==> src/rtl/cmd_sched_pkg.sv <==
// -----------------------------------------------------------------------------
// cmd_sched_pkg
//   Shared definitions for the command scheduler:
//     state_t            - scheduler FSM states
//     ACK / NAK / TMO    - response byte codes
//     OPC_MSB / OPC_LSB  - opcode field position inside the 16-bit command word
//     ARG_W              - argument field width (cmd[ARG_W-1:0])
//     opc_valid()        - opcode maps onto an existing engine (1..num_eng)
// -----------------------------------------------------------------------------
package cmd_sched_pkg;

   typedef enum logic [1:0] {
      IDLE,
      EXEC,
      RESP,
      RESP_WAIT
   } state_t;

   localparam logic [7:0] ACK = 8'hA5;
   localparam logic [7:0] NAK = 8'h5A;
   localparam logic [7:0] TMO = 8'hEE;

   localparam int OPC_MSB = 15;
   localparam int OPC_LSB = 12;
   localparam int OPC_W   = OPC_MSB - OPC_LSB + 1;
   localparam int ARG_W   = 12;

   // Opcode 0 is reserved; engines are numbered from 1.
   function automatic logic opc_valid(input logic [OPC_W-1:0] opc, input int num_eng);
      return (opc != '0) && (int'(opc) <= num_eng);
   endfunction

endpackage

==> src/rtl/cmd_sched_if.sv <==
// -----------------------------------------------------------------------------
// cmd_sched_if
//   Bundles the scheduler's command, engine and response signals.
//     cmd / cmd_rdy / clr_cmd_rdy         - command word handshake with the UART wrapper
//     eng_go / eng_arg / eng_done / eng_abort - engine start, argument, completion, abort
//     resp_trmt / resp_tx_data / resp_tx_done - response byte to the transmitter
//     busy                                - scheduler not idle
//   modport slave  : the scheduler side
//   modport master : the environment side (wrapper, engines, transmitter)
// -----------------------------------------------------------------------------
interface cmd_sched_if #(
   parameter int NUM_ENG = 4
);
   import cmd_sched_pkg::*;

   logic [15:0]        cmd;
   logic               cmd_rdy;
   logic               clr_cmd_rdy;
   logic [NUM_ENG-1:0] eng_go;
   logic [ARG_W-1:0]   eng_arg;
   logic [NUM_ENG-1:0] eng_done;
   logic               eng_abort;
   logic               resp_trmt;
   logic [7:0]         resp_tx_data;
   logic               resp_tx_done;
   logic               busy;

   modport slave (
      input  cmd, cmd_rdy, eng_done, resp_tx_done,
      output clr_cmd_rdy, eng_go, eng_arg, eng_abort, resp_trmt, resp_tx_data, busy
   );

   modport master (
      output cmd, cmd_rdy, eng_done, resp_tx_done,
      input  clr_cmd_rdy, eng_go, eng_arg, eng_abort, resp_trmt, resp_tx_data, busy
   );

endinterface

==> src/rtl/wdog_timer.sv <==
// -----------------------------------------------------------------------------
// wdog_timer
//   Execution watchdog. Counts enabled cycles from 0 and flags the last allowed
//   cycle; the count saturates there instead of wrapping.
//   Ports:
//     clk, rst_n - clock, asynchronous active-low reset
//     clr        - force the count back to 0 (has priority over en)
//     en         - count this cycle
//     expired    - count equals TIMEOUT-1
// -----------------------------------------------------------------------------
module wdog_timer #(
   parameter int TIMEOUT = 1_000_000
) (
   input  logic clk,
   input  logic rst_n,
   input  logic clr,
   input  logic en,
   output logic expired
);

   localparam int            CW   = $clog2(TIMEOUT);
   localparam logic [CW-1:0] LAST = CW'(TIMEOUT - 1);

   logic [CW-1:0] cnt;

   always_ff @(posedge clk or negedge rst_n) begin
      if (!rst_n)
         cnt <= '0;
      else if (clr)
         cnt <= '0;
      else if (en && !expired)
         cnt <= cnt + CW'(1);
   end

   assign expired = (cnt == LAST);

endmodule

==> src/rtl/cmd_sched.sv <==
// -----------------------------------------------------------------------------
// cmd_sched
//   Takes command words from the UART wrapper, starts the addressed engine,
//   waits for its completion (or aborts it on watchdog expiry) and sends one
//   response byte per consumed command.
//   Ports:
//     clk, rst_n - clock, asynchronous active-low reset
//     bus        - cmd_sched_if.slave (command, engine and response signals)
//   Parameters:
//     NUM_ENG    - number of engines (1..15), opcodes 1..NUM_ENG are valid
//     TIMEOUT    - maximum EXEC residency in cycles (>= 2)
// -----------------------------------------------------------------------------
module cmd_sched
   import cmd_sched_pkg::*;
#(
   parameter int NUM_ENG = 4,
   parameter int TIMEOUT = 1_000_000
) (
   input  logic      clk,
   input  logic      rst_n,
   cmd_sched_if.slave bus
);

   state_t             state;
   logic [15:0]        cmd_q;
   logic [NUM_ENG-1:0] eng_go_q;
   logic               eng_abort_q;
   logic               resp_trmt_q;
   logic [7:0]         resp_data_q;

   logic [OPC_W-1:0]   opc_in;
   logic [OPC_W-1:0]   opc_q;
   logic [NUM_ENG-1:0] go_mask;
   logic [NUM_ENG-1:0] sel_mask;
   logic               done_hit;
   logic               expired;

   assign opc_in = bus.cmd[OPC_MSB:OPC_LSB];
   assign opc_q  = cmd_q[OPC_MSB:OPC_LSB];

   // go_mask decodes the incoming opcode, sel_mask the one being executed.
   always_comb begin
      go_mask  = '0;
      sel_mask = '0;
      for (int i = 0; i < NUM_ENG; i++) begin
         go_mask[i]  = (opc_in == OPC_W'(i + 1));
         sel_mask[i] = (opc_q  == OPC_W'(i + 1));
      end
   end

   // Only the addressed engine's done bit counts.
   assign done_hit = |(bus.eng_done & sel_mask);

   // Counter is held at 0 outside EXEC, so it reads 0 on the first EXEC cycle.
   wdog_timer #(
      .TIMEOUT (TIMEOUT)
   ) u_wdog (
      .clk     (clk),
      .rst_n   (rst_n),
      .clr     (state != EXEC),
      .en      (state == EXEC),
      .expired (expired)
   );

   always_ff @(posedge clk or negedge rst_n) begin
      if (!rst_n) begin
         state       <= IDLE;
         cmd_q       <= '0;
         eng_go_q    <= '0;
         eng_abort_q <= 1'b0;
         resp_trmt_q <= 1'b0;
         resp_data_q <= '0;
      end else begin
         eng_go_q    <= '0;
         eng_abort_q <= 1'b0;
         resp_trmt_q <= 1'b0;
         case (state)
            IDLE: begin
               if (bus.cmd_rdy) begin
                  cmd_q <= bus.cmd;
                  if (opc_valid(opc_in, NUM_ENG)) begin
                     state    <= EXEC;
                     eng_go_q <= go_mask;
                  end else begin
                     state       <= RESP;
                     resp_trmt_q <= 1'b1;
                     resp_data_q <= NAK;
                  end
               end
            end
            EXEC: begin
               // Done is checked first so it wins over a simultaneous expiry.
               if (done_hit) begin
                  state       <= RESP;
                  resp_trmt_q <= 1'b1;
                  resp_data_q <= ACK;
               end else if (expired) begin
                  state       <= RESP;
                  resp_trmt_q <= 1'b1;
                  resp_data_q <= TMO;
                  eng_abort_q <= 1'b1;
               end
            end
            // resp_tx_done seen here still belongs to the previous byte.
            RESP: state <= RESP_WAIT;
            RESP_WAIT: begin
               if (bus.resp_tx_done)
                  state <= IDLE;
            end
            default: state <= IDLE;
         endcase
      end
   end

   assign bus.clr_cmd_rdy  = (state == IDLE) && bus.cmd_rdy;
   assign bus.eng_go       = eng_go_q;
   assign bus.eng_arg      = cmd_q[ARG_W-1:0];
   assign bus.eng_abort    = eng_abort_q;
   assign bus.resp_trmt    = resp_trmt_q;
   assign bus.resp_tx_data = resp_data_q;
   assign bus.busy         = (state != IDLE);

endmodule

==> src/flat_wrapper.sv <==
// flat-port wrapper written by rule: the top's interface ports become plain ports
module cmd_sched_flat import cmd_sched_pkg::*;
#(
   parameter int NUM_ENG = 4,
   parameter int TIMEOUT = 1_000_000
)
  (clk, rst_n, bus_cmd, bus_cmd_rdy, bus_eng_done, bus_resp_tx_done, bus_clr_cmd_rdy, bus_eng_go, bus_eng_arg, bus_eng_abort, bus_resp_trmt, bus_resp_tx_data, bus_busy);
  cmd_sched_if #(.NUM_ENG(NUM_ENG)) bus_i ();
  input  logic clk;
  input  logic rst_n;
  input wire logic [$bits(bus_i.cmd)-1:0] bus_cmd;
  input wire logic [$bits(bus_i.cmd_rdy)-1:0] bus_cmd_rdy;
  input wire logic [$bits(bus_i.eng_done)-1:0] bus_eng_done;
  input wire logic [$bits(bus_i.resp_tx_done)-1:0] bus_resp_tx_done;
  output wire logic [$bits(bus_i.clr_cmd_rdy)-1:0] bus_clr_cmd_rdy;
  output wire logic [$bits(bus_i.eng_go)-1:0] bus_eng_go;
  output wire logic [$bits(bus_i.eng_arg)-1:0] bus_eng_arg;
  output wire logic [$bits(bus_i.eng_abort)-1:0] bus_eng_abort;
  output wire logic [$bits(bus_i.resp_trmt)-1:0] bus_resp_trmt;
  output wire logic [$bits(bus_i.resp_tx_data)-1:0] bus_resp_tx_data;
  output wire logic [$bits(bus_i.busy)-1:0] bus_busy;
  assign bus_i.cmd = bus_cmd;
  assign bus_i.cmd_rdy = bus_cmd_rdy;
  assign bus_i.eng_done = bus_eng_done;
  assign bus_i.resp_tx_done = bus_resp_tx_done;
  assign bus_clr_cmd_rdy = bus_i.clr_cmd_rdy;
  assign bus_eng_go = bus_i.eng_go;
  assign bus_eng_arg = bus_i.eng_arg;
  assign bus_eng_abort = bus_i.eng_abort;
  assign bus_resp_trmt = bus_i.resp_trmt;
  assign bus_resp_tx_data = bus_i.resp_tx_data;
  assign bus_busy = bus_i.busy;
  cmd_sched #(.NUM_ENG(NUM_ENG), .TIMEOUT(TIMEOUT)) u_core (.clk(clk), .rst_n(rst_n), .bus(bus_i));
endmodule
==> config.mk <==
export PLATFORM = sky130hd
export DESIGN_NAME = cmd_sched_flat
export DESIGN_NICKNAME = d
export VERILOG_FILES = /design/src/rtl/cmd_sched_pkg.sv /design/src/rtl/cmd_sched_if.sv /design/src/rtl/wdog_timer.sv /design/src/rtl/cmd_sched.sv /design/src/flat_wrapper.sv
export SDC_FILE = /design/constraint.sdc
export NUM_CORES = 1
export LEC_CHECK = 0
export CAP_MARGIN = 20
export CORE_MARGIN = 10
export CORE_UTILIZATION = 53
export DETAILED_ROUTE_END_ITERATION = 10
export DONT_BUFFER_PORTS = 1
export GPL_TIMING_DRIVEN = 0
export HOLD_SLACK_MARGIN = 0.06
export PLACE_DENSITY = 0.79
export RECOVER_POWER = 50
export SLEW_MARGIN = 15
export SYNTH_ARGS = -nofsm -noshare
export SYNTH_HDL_FRONTEND = slang
export SYNTH_SLANG_ARGS = --single-unit
export TNS_END_PERCENT = 20
==> constraint.sdc <==
create_clock -name clk -period 5.9 [get_ports clk]
set_input_delay 1.18 -clock clk [delete_from_list [all_inputs] [get_ports clk]]
set_output_delay 1.18 -clock clk [all_outputs]
set_load 0.01 [all_outputs]
==> results.py, run 1 <==
metrics = {
    "synth": {
        "synthesis.area_per_instance_um2": 11.0,
        "part_of_the_yosys_area_used_for_sequential_elements": 0.498,
        "synth-seq-cells": 48,
        "ys_types": 41,
        "synth_nets": 248,
        "synth.cell_area_um2": 2410,
        "dominantRegCellSynth": "sky130_fd_sc_hd__dfrtp_1",
        "postSynth.asyncResetShare": 1.00,
        "gate_count_of_the_mapped_netlist": 219,
        "synth-edff-count": 0,
        "yosysWarnings": 0,
    },
    "setup_path": {
        "reg2regPathDepth": 6,
        "slowest_cp_cell": "sky130_fd_sc_hd__clkbuf_1",
        "critical_path_peak_fanout": 10,
        "critPathRequiredTime_ns": 4.72,
        "crit_path_max_incr_delay_ns": 0.43,
        "critical_path.reg2reg.endpoint": "u_core.state[0]",
        "r2r_slack_ns": 3.60,
        "path_class": "in -> out",
        "setup.worst_path.start_class": "input port",
        "worst_r2r_startpoint": "u_core.u_wdog.cnt[12]",
        "crit_path_cell_trace": "nand2_1 > clkbuf_1 > inv_1",
        "end_kind": "primary output",
        "timing.critical_path.arrival_ns": 1.87,
    },
    "floorplanning": {
        "area_of_the_die_um2": 7650,
        "overall_die_width_um": 87.5,
        "core_area_um2": 4380,
        "start_util": 0.550,
        "standard_cell_row_count": 24,
        "die-height_um": 87.5,
        "ios": 52,
    },
    "timing": {
        "slew_viol_final": 0,
        "worst_clock_skew_ns": 0.00679,
        "timing.fmax_mhz": 327,
        "fin_crit_ns": 3.05,
        "timing_hold_violations_final": 0,
        "timing.max_slew.rel_slack": 0.547,
        "timing_worst_slew_pin_value_ns": 0.673,
        "setup-tns-final_ns": 0,
        "unrepaired_setup_endpoints_after_global_routing": "no",
        "setup_viol_count_final": 0,
        "finalWorstSetupSlack_ns": 2.85,
        "final_min_period_over_clock_period": 0.518,
    },
    "layout": {
        "layout.cells.non_filler": 279,
        "fraction_of_layout_cells_with_a_size_suffix_above_1": 0.207,
        "area_delta_synth_final_pct": 7.31,
        "layout.cell_area.non_filler_um2": 2590,
        "antenna_cells": 0,
        "layout.nets": 255,
    },
    "worst_hold_path": {
        "worst_hold_path.num_cells": 1,
        "worst_hold_path.endpoint": "u_core.cmd_q[8]",
        "worstHoldPathType": "reg -> reg",
        "worst_hold_startpoint": "u_core.cmd_q[8]",
    },
    "clock_tree": {
        "postCtsHoldBufs": 0,
        "cts-buffers-inserted": 5,
        "ctsHtreeMaxLevel": 2,
        "tritoncts_clock_tree": "built",
        "ctsLongestPathBuffers": 2,
        "ctsResizeCount": 0,
        "cts_num_sinks": 48,
        "clock_tree.root_cell": "sky130_fd_sc_hd__clkbuf_8",
        "clk_pin_slew_worst_paths_ns": 0.08,
        "clock_insertion_delay_worst_skew_ns": 0.30,
        "post_cts_setup_driven_buffer_insertion_count": 0,
    },
    "routing": {
        "remaining_drcs": 0,
        "postRouteAntennaNets": 0,
        "via_count": 1574,
        "postRouteWirelength_mm": 4.57,
        "drt_pre_antenna_iters": 4,
        "drt_first_iter_violations": 73,
        "met2WireLength_mm": 2.18,
        "topRoutingLayerUsed": "met4",
        "drt-wirelength-per-cell_um": 16.4,
        "post_drt_via_cell_ratio": 5.64,
        "met3_wl_post_dr_um": 335,
        "routed_length_on_met1_mm": 1.99,
    },
    "place": {
        "place_ws_ns": 2.82,
        "gpl.final_weighted_congestion": 0.891,
        "dpl_cell_area_um2": 2480,
        "port_buffers": 0,
        "numPlacedInstances": 271,
        "dp.final_hpwl_mm": 3.39,
    },
    "grt": {
        "initial_antenna_violation_count": 0,
        "globalRouteOverflowTotal": 0,
        "via_count_of_the_first_global_routing_pass": 1603,
        "grt_first_pass_wirelength_mm": 7.61,
        "grtUsageTotal": 0.123,
        "grt_start_max_net_pins": 49,
    },
    "power": {
        "leakage_nw": 1.22,
        "vdd_ir_drop_max_v": 0.000260,
        "power-per-cell-area_nw_per_um2": 399,
    },
    "job": {
        "max_cap_violations": 0,
    },
    "run_status": {
        "status": "completed",
    },
}
==> power breakdown <==
part | internal (mW) | leakage [nW] | total, mW | switching [mW]
Clock | 0.125 | 0.0541 | 0.234 | 0.108
Combinational | 0.175 | 0.544 | 0.332 | 0.157
Sequential | 0.409 | 0.621 | 0.466 | 0.0569
Total | 0.709 | 1.22 | 1.03 | 0.322
==> worst max path at each step <==
stage,from,end,slack (ns),depth (start not counted)
floorplan,bus_cmd_rdy,bus_clr_cmd_rdy,3.02,3
global placement,bus_cmd_rdy,bus_clr_cmd_rdy,2.86,3
detailed placement,bus_cmd_rdy,bus_clr_cmd_rdy,2.82,3
CTS,bus_cmd_rdy,bus_clr_cmd_rdy,2.82,3
global route,bus_cmd_rdy,bus_clr_cmd_rdy,2.79,3
finish,bus_cmd_rdy,bus_clr_cmd_rdy,2.85,3
==> cell type report <==
class                           count  area, um2
Fill cell                         366       1800
Sequential cell                    48       1200
Multi-Input combinational cell    139       1020
Buffer                             23        161
Clock buffer                        5       68.8
Tap cell                           52       65.1
Clock inverter                      3       42.5
Inverter                            9       33.8
==> cells by family (layout without fill, tap and decap cells) <==
logic type	count (synthesis)	count (layout)	synth area share
flops	48	48	0.498
xor+xnor	12	12	0.0436
compound gates	26	26	0.0679
buf+inv	32	40	0.0809
fa+ha+maj	5	5	0.0259
simple gates	74	74	0.184
mux	22	22	0.100
==> per-layer routing <==
layer,GRT usage,vias to the layer above
li1,-,760
met1,0.152,767
met2,0.187,41
met3,0.0459,6
met4,0.0580,0
met5,0,-
==> layout by cell type, fill, tap and decap left out, drive strengths merged, types with 2 or more instances in the layout <==
cell	count
dfrtp	48
buf	18
mux2	17
and2	16
nand2	13
clkbuf	10
inv	9
and3	9
o21ai	8
nor3	6
xnor2	6
xor2	6
mux2i	5
a21oi	5
nand3	5
ha	5
nand4	4
nor4	4
nor2	3
a31oi	3
or3b	2
and4	2
o22ai	2
nor2b	2
or3	2
a21boi	2
==> cell usage after synthesis, drive strengths merged (5+ instances only) <==
master	n	area (um2)
clkbuf	5	18.8
and2	16	100
ha	5	62.6
nand3	5	25.0
mux2	17	191
dfrtp	48	1200
xor2	6	52.6
o21ai	8	40.0
and3	9	61.3
inv	9	33.8
nand2	13	48.8
xnor2	6	52.6
a21oi	5	25.0
mux2i	5	50.1
buf	18	143
nor3	6	30.0
==> through the flow <==
| step | hold slack [ns] | total power [mW] | utilization |
|---|---|---|---|
| after floorplan | 0.476 | 0.745 | - |
| final | 0.509 | 1.03 | 0.590 |
| after detailed placement | 0.495 | 0.811 | 0.565 |
| after global routing | 0.532 | 1.10 | 0.590 |
| after CTS | 0.515 | 1.05 | 0.590 |
| after global placement | 0.488 | 0.796 | 0.565 |
==> state kept, by name, indices dropped and copies added, names as in the netlist <==
signal                   flops
u_core.bus.eng_abort         1
u_core.bus.eng_go            4
u_core.bus.resp_trmt         1
u_core.bus.resp_tx_data      4
u_core.cmd_q                16
u_core.state                 2
u_core.u_wdog.cnt           20
==> critical path, delay by kind of cell <==
kind	cells	cell delay, ns
AND/OR/NAND/NOR	1	0.09
buffers and inverters	2	0.60
Note: power is estimated with default switching activity, not from simulation.
==> inputs of run 2 (changes only) <==
Clock period 5.9 ns to 2.9 ns, I/O delays scaled along.
==> results.py, run 2 (synthesis gave the netlist of run 1 again) <==
metrics = {
    "run_status": {
        "status": "finished, violations left",
        "violations": "capacitance limit, slew limit",
    },
    "layout": {
        "fraction_of_layout_cells_with_a_size_suffix_above_1": 0.189,
        "antenna_cells": 0,
        "layout.cell_area.non_filler_um2": 2590,
        "register_with_the_highest_flop_count": "u_core.u_wdog.cnt",
        "fillers": 375,
        "layout.nets": 256,
        "largest_reg_flops": 20,
        "layout_commonest_cell": "sky130_fd_sc_hd__dfrtp_1",
        "mostFrequentLayoutCells": "sky130_fd_sc_hd__dfrtp_1 (48), sky130_fd_sc_hd__mux2_2 (17), sky130_fd_sc_hd__and2_1 (16), sky130_fd_sc_hd__nand2_1 (13), sky130_fd_sc_hd__buf_4 (12)",
        "area_delta_synth_final_pct": 7.21,
        "final_util": 0.590,
        "biggestRegsByFlops": "u_core.u_wdog.cnt (20), u_core.cmd_q (16)",
    },
    "setup_path": {
        "end_kind": "primary output",
        "critPathRequiredTime_ns": 2.32,
        "critical_path_peak_fanout": 10,
        "path_class": "reg -> out",
        "setup.worst_path.start_class": "register",
        "crit_path_max_incr_delay_ns": 0.44,
        "crit_path_cell_trace": "inv_1 > ha_1 > nand2_1 > clkbuf_1 > inv_1",
        "timing.critical_path.arrival_ns": 1.76,
        "slowest_cp_cell": "sky130_fd_sc_hd__clkbuf_1",
        "crit_top_cell": "sky130_fd_sc_hd__inv_1",
    },
    "clock_tree": {
        "ctsHtreeMaxLevel": 2,
        "cts-buffers-inserted": 5,
        "tritoncts_clock_tree": "built",
        "cts_num_sinks": 48,
        "ctsLongestPathBuffers": 2,
        "clock_tree.root_cell": "sky130_fd_sc_hd__clkbuf_8",
        "clk_pin_slew_worst_paths_ns": 0.09,
        "clock_insertion_delay_worst_skew_ns": 0.30,
    },
    "timing": {
        "fin_crit_ns": 2.34,
        "finalWorstSetupSlack_ns": 0.563,
        "timing.max_slew.rel_slack": -0.358,
        "worst_clock_skew_ns": 0.00753,
        "slew_viol_final": 49,
        "timing_hold_violations_final": 0,
        "setup_viol_count_final": 0,
        "setup-tns-final_ns": 0,
        "final_min_period_over_clock_period": 0.806,
        "timing_worst_slew_pin_value_ns": 2.04,
        "unrepaired_setup_endpoints_after_global_routing": "no",
        "timing.fmax_mhz": 428,
    },
    "floorplanning": {
        "start_util": 0.550,
        "ios": 52,
        "area_of_the_die_um2": 7650,
        "core_area_um2": 4380,
        "overall_die_width_um": 87.5,
        "die-height_um": 87.5,
        "standard_cell_row_count": 24,
    },
    "routing": {
        "postRouteAntennaNets": 0,
        "via_count": 1581,
        "drt_first_iter_violations": 67,
        "post_drt_via_cell_ratio": 5.65,
        "drt_pre_antenna_iters": 4,
        "drt-wirelength-per-cell_um": 16.5,
        "remaining_drcs": 0,
        "postRouteWirelength_mm": 4.61,
    },
    "power": {
        "power-per-cell-area_nw_per_um2": 808,
        "vdd_ir_drop_max_v": 0.000528,
        "leakage_nw": 1.22,
    },
    "grt": {
        "grtUsageTotal": 0.123,
        "grt_start_max_net_pins": 49,
        "globalRouteMet3Util": 0.0459,
        "grt_first_pass_wirelength_mm": 7.63,
        "via_count_of_the_first_global_routing_pass": 1612,
        "initial_antenna_violation_count": 0,
        "busiest_layer": "met2",
        "globalRouteOverflowTotal": 0,
        "grt_use_met2": 0.185,
        "grt_use_met1": 0.153,
    },
    "place": {
        "port_buffers": 0,
        "dp.final_hpwl_mm": 3.39,
        "gpl.final_weighted_congestion": 0.891,
        "dpl_cell_area_um2": 2480,
        "place_ws_ns": 0.619,
    },
    "job": {
        "max_cap_violations": 1,
    },
    "worst_hold_path": {
        "worstHoldPathType": "in -> reg",
    },
}
-- run 2: path summary, 6_finish.rpt --
check / start / endpoint / slack [ns] / cells past startpoint
max: u_core.state[0] / bus_clr_cmd_rdy / 0.56 / 5
min: bus_cmd[13] / u_core.bus.eng_go[0] / 0.33 / 1
max reg2reg: u_core.u_wdog.cnt[7] / u_core.state[0] / 0.59 / 5
min reg2reg: u_core.cmd_q[8] / u_core.cmd_q[8] / 0.51 / 1
max in group asynchronous: rst_n / u_core.cmd_q[7] / 0.77 / 1
min in group asynchronous: rst_n / u_core.u_wdog.cnt[0] / 0.96 / 1
-- run 2: timing repair --
action                                 CTS  global route
setup buffers                            0             0
resized for setup                        0             0
hold buffers                             1             0
endpoints found under the hold margin   48             0
-- run 2: power breakdown --
| part | total, mW | internal, mW | switching [mW] |
|---|---|---|---|
| sequential | 0.946 | 0.831 | 0.114 |
| combinational | 0.667 | 0.334 | 0.333 |
| clock | 0.476 | 0.255 | 0.221 |
| total | 2.09 | 1.42 | 0.668 |
-- run 2: cell type report --
cell class              instances  area [um2]  share of cell area
inverters                       9        33.8              0.0131
clock inverters                 3        42.5              0.0164
clock buffers                   5        68.8              0.0266
plain buffers                  23         146              0.0566
multi-input cells             139        1020               0.393
well taps                      52        65.1              0.0252
repair buffers                  1        12.5             0.00484
flip-flops and latches         48        1200               0.464
-- run 2: worst max-delay path: cells and delay by family, from the launching register on --
kind	cells	cell delay [ns]
fa+ha+maj	1	0.25
simple gates	1	0.12
buf+inv	3	0.69
flops	1	0.40
-- run 2: metrics by stage --
step	hold slack [ns]	std cells	total power, mW
CTS	0.122	280	2.15
global route	0.315	280	2.24
floorplan	0.284	219	1.52
finish	0.332	280	2.09
detailed placement	0.286	271	1.65
global placement	0.287	271	1.62
-- run 2: per-layer routing --
layer  wire length, um  vias to the layer above  share of wire
met5                 0                        -              0
met1              2050                      770           0.44
met3               325                        8          0.071
li1                  -                      763              -
met4                79                        0          0.017
met2              2150                       40           0.47
==> inputs of run 3 (changes only) <==
Clock period 2.9 ns to 2.15 ns, I/O delays scaled along.
==> results.py, run 3 (synthesis gave the netlist of run 1 again) <==
metrics = {
    "floorplanning": {
        "start_util": 0.550,
        "standard_cell_row_count": 24,
        "die-height_um": 87.5,
        "area_of_the_die_um2": 7650,
        "overall_die_width_um": 87.5,
        "ios": 52,
        "core_area_um2": 4380,
    },
    "layout": {
        "largest_reg_flops": 20,
        "register_with_the_highest_flop_count": "u_core.u_wdog.cnt",
        "antenna_cells": 0,
        "mostFrequentLayoutCells": "sky130_fd_sc_hd__dfrtp_1 (47), sky130_fd_sc_hd__mux2_2 (17), sky130_fd_sc_hd__and2_1 (16), sky130_fd_sc_hd__buf_4 (16), sky130_fd_sc_hd__nand2_1 (13)",
        "layout_commonest_cell": "sky130_fd_sc_hd__dfrtp_1",
        "fillers": 360,
        "fraction_of_layout_cells_with_a_size_suffix_above_1": 0.233,
        "area_delta_synth_final_pct": 9.75,
        "layout.cell_area.non_filler_um2": 2650,
        "biggestRegsByFlops": "u_core.u_wdog.cnt (20), u_core.cmd_q (16)",
        "layout.nets": 260,
    },
    "place": {
        "dp.final_hpwl_mm": 3.39,
        "dpl_cell_area_um2": 2480,
        "place_ws_ns": -0.129,
        "gpl.final_weighted_congestion": 0.891,
        "port_buffers": 0,
    },
    "timing": {
        "final_min_period_over_clock_period": 0.975,
        "hold-worst-slack_ns": 0.182,
        "worst_clock_skew_ns": 0.0118,
        "finalWorstSetupSlack_ns": 0.0546,
        "setup_viol_count_final": 0,
        "fin_crit_ns": 2.10,
        "timing.max_slew.rel_slack": 0.235,
        "unrepaired_setup_endpoints_after_global_routing": "yes",
        "timing_worst_slew_pin_value_ns": 1.15,
        "slew_viol_final": 0,
        "timing_hold_violations_final": 0,
        "timing.fmax_mhz": 477,
    },
    "power": {
        "power.switching_mw": 0.921,
        "sw_frac_of_total": 0.323,
        "power.total_mw": 2.86,
        "power.share.sequential": 0.447,
        "comb_power_share": 0.325,
        "pwr-share-clk": 0.228,
        "power-per-cell-area_nw_per_um2": 1080,
        "leakage_nw": 1.24,
        "vdd_ir_drop_max_v": 0.000716,
        "cell_internal_pwr_mw": 1.93,
    },
    "grt": {
        "globalRouteOverflowTotal": 0,
        "grtUsageTotal": 0.125,
        "grt_first_pass_wirelength_mm": 7.77,
        "via_count_of_the_first_global_routing_pass": 1620,
        "grt_start_max_net_pins": 49,
        "initial_antenna_violation_count": 0,
    },
    "routing": {
        "postRouteAntennaNets": 0,
        "remaining_drcs": 0,
        "via_count": 1593,
        "drt-wirelength-per-cell_um": 16.3,
        "drt_pre_antenna_iters": 4,
        "drt_first_iter_violations": 80,
        "post_drt_via_cell_ratio": 5.61,
        "postRouteWirelength_mm": 4.64,
    },
    "run_status": {
        "status": "completed",
    },
    "clock_tree": {
        "tritoncts_clock_tree": "built",
        "clock_insertion_delay_worst_skew_ns": 0.30,
        "clk_pin_slew_worst_paths_ns": 0.10,
        "cts_num_sinks": 48,
        "ctsLongestPathBuffers": 2,
        "clock_tree.root_cell": "sky130_fd_sc_hd__clkbuf_8",
        "cts-buffers-inserted": 5,
        "ctsHtreeMaxLevel": 2,
    },
    "worst_hold_path": {
        "worstHoldPathType": "in -> reg",
    },
    "setup_path": {
        "critical_path_peak_fanout": 10,
        "crit_path_max_incr_delay_ns": 0.52,
        "critPathRequiredTime_ns": 2.34,
        "setup.worst_path.end": "u_core.bus.resp_tx_data[0]",
        "reg2regPathDepth": 7,
        "critical_path.top_delay_family": "simple AND/OR/NAND/NOR gates",
        "end_kind": "register",
        "crit_path_cell_trace": "buf_6 > or4b_1 > nor4_4 > nand3_2 > buf_6 > and3_4 > a221o_1",
        "timing.critical_path.arrival_ns": 2.28,
        "slowest_cp_cell": "sky130_fd_sc_hd__or4b_1",
        "r2r_slack_ns": 0.05,
        "path_class": "reg -> reg",
        "path_depth": 7,
        "path_buf_inv": 2,
        "crit_top_cell": "sky130_fd_sc_hd__buf_6",
        "critical_path.reg2reg.endpoint": "u_core.bus.resp_tx_data[0]",
        "setup.worst_path.start_class": "register",
        "worst_r2r_startpoint": "u_core.u_wdog.cnt[12]",
        "launch_point_of_the_critical_path": "u_core.u_wdog.cnt[12]",
    },
    "job": {
        "max_cap_violations": 0,
    },
}
## run 3: power groups by stage
stage | Clock (mW) | Combinational [mW] | Sequential [mW]
6_report | 0.652 | 0.927 | 1.28
5_1_grt | 0.693 | 1.05 | 1.31
4_1_cts | 0.660 | 0.969 | 1.28
3_5_place_dp | 0 | 0.927 | 1.30
3_3_place_gp | 0 | 0.898 | 1.29
2_1_floorplan | 0 | 0.785 | 1.26
## run 3: area by class of cell
| type | instances | area, um2 | area share |
|---|---|---|---|
| clock buffers | 5 | 68.8 | 0.0260 |
| flip-flops and latches | 48 | 1200 | 0.454 |
| inverters | 9 | 33.8 | 0.0128 |
| plain buffers | 23 | 151 | 0.0572 |
| multi-input cells | 139 | 1050 | 0.395 |
| well taps | 52 | 65.1 | 0.0246 |
| repair buffers | 5 | 37.5 | 0.0142 |
| clock inverters | 3 | 42.5 | 0.0161 |
## run 3: worst min-delay path by stage
stage | to | slack, ns | cells after the start | from
2_1_floorplan | u_core.bus.eng_abort | 0.13 | 0 | rst_n
3_3_place_gp | u_core.u_wdog.cnt[0] | 0.14 | 0 | rst_n
3_5_place_dp | u_core.u_wdog.cnt[0] | 0.14 | 0 | rst_n
4_1_cts | u_core.bus.eng_go[0] | 0.18 | 1 | bus_cmd[13]
5_1_grt | u_core.bus.eng_go[0] | 0.16 | 1 | bus_cmd[13]
6_report | u_core.bus.eng_go[0] | 0.18 | 1 | bus_cmd[13]
## run 3: metrics by stage
stage | instances | setup TNS (ns) | util
after detailed placement | 271 | -0.177 | 0.565
after global routing | 284 | -0.0478 | 0.604
after global placement | 271 | -0.248 | 0.565
after floorplan | 219 | 0 | -
final | 284 | 0 | 0.604
after CTS | 284 | 0 | 0.609
## run 3: layer usage
metal	GRT usage	share of wire
met2	0.188	0.47
met3	0.0524	0.073
met5	0	0
met1	0.155	0.44
met4	0.0478	0.015
## run 3: what timing repair did
action                                  4_1_cts  5_1_grt
gates resized for setup                       5        3
endpoints found under the setup margin        4        4
pin swaps                                     3        1
setup buffers                                 3        0
endpoints found under the hold margin        48        0
hold buffers                                  2        0
gates cloned                                  0        0
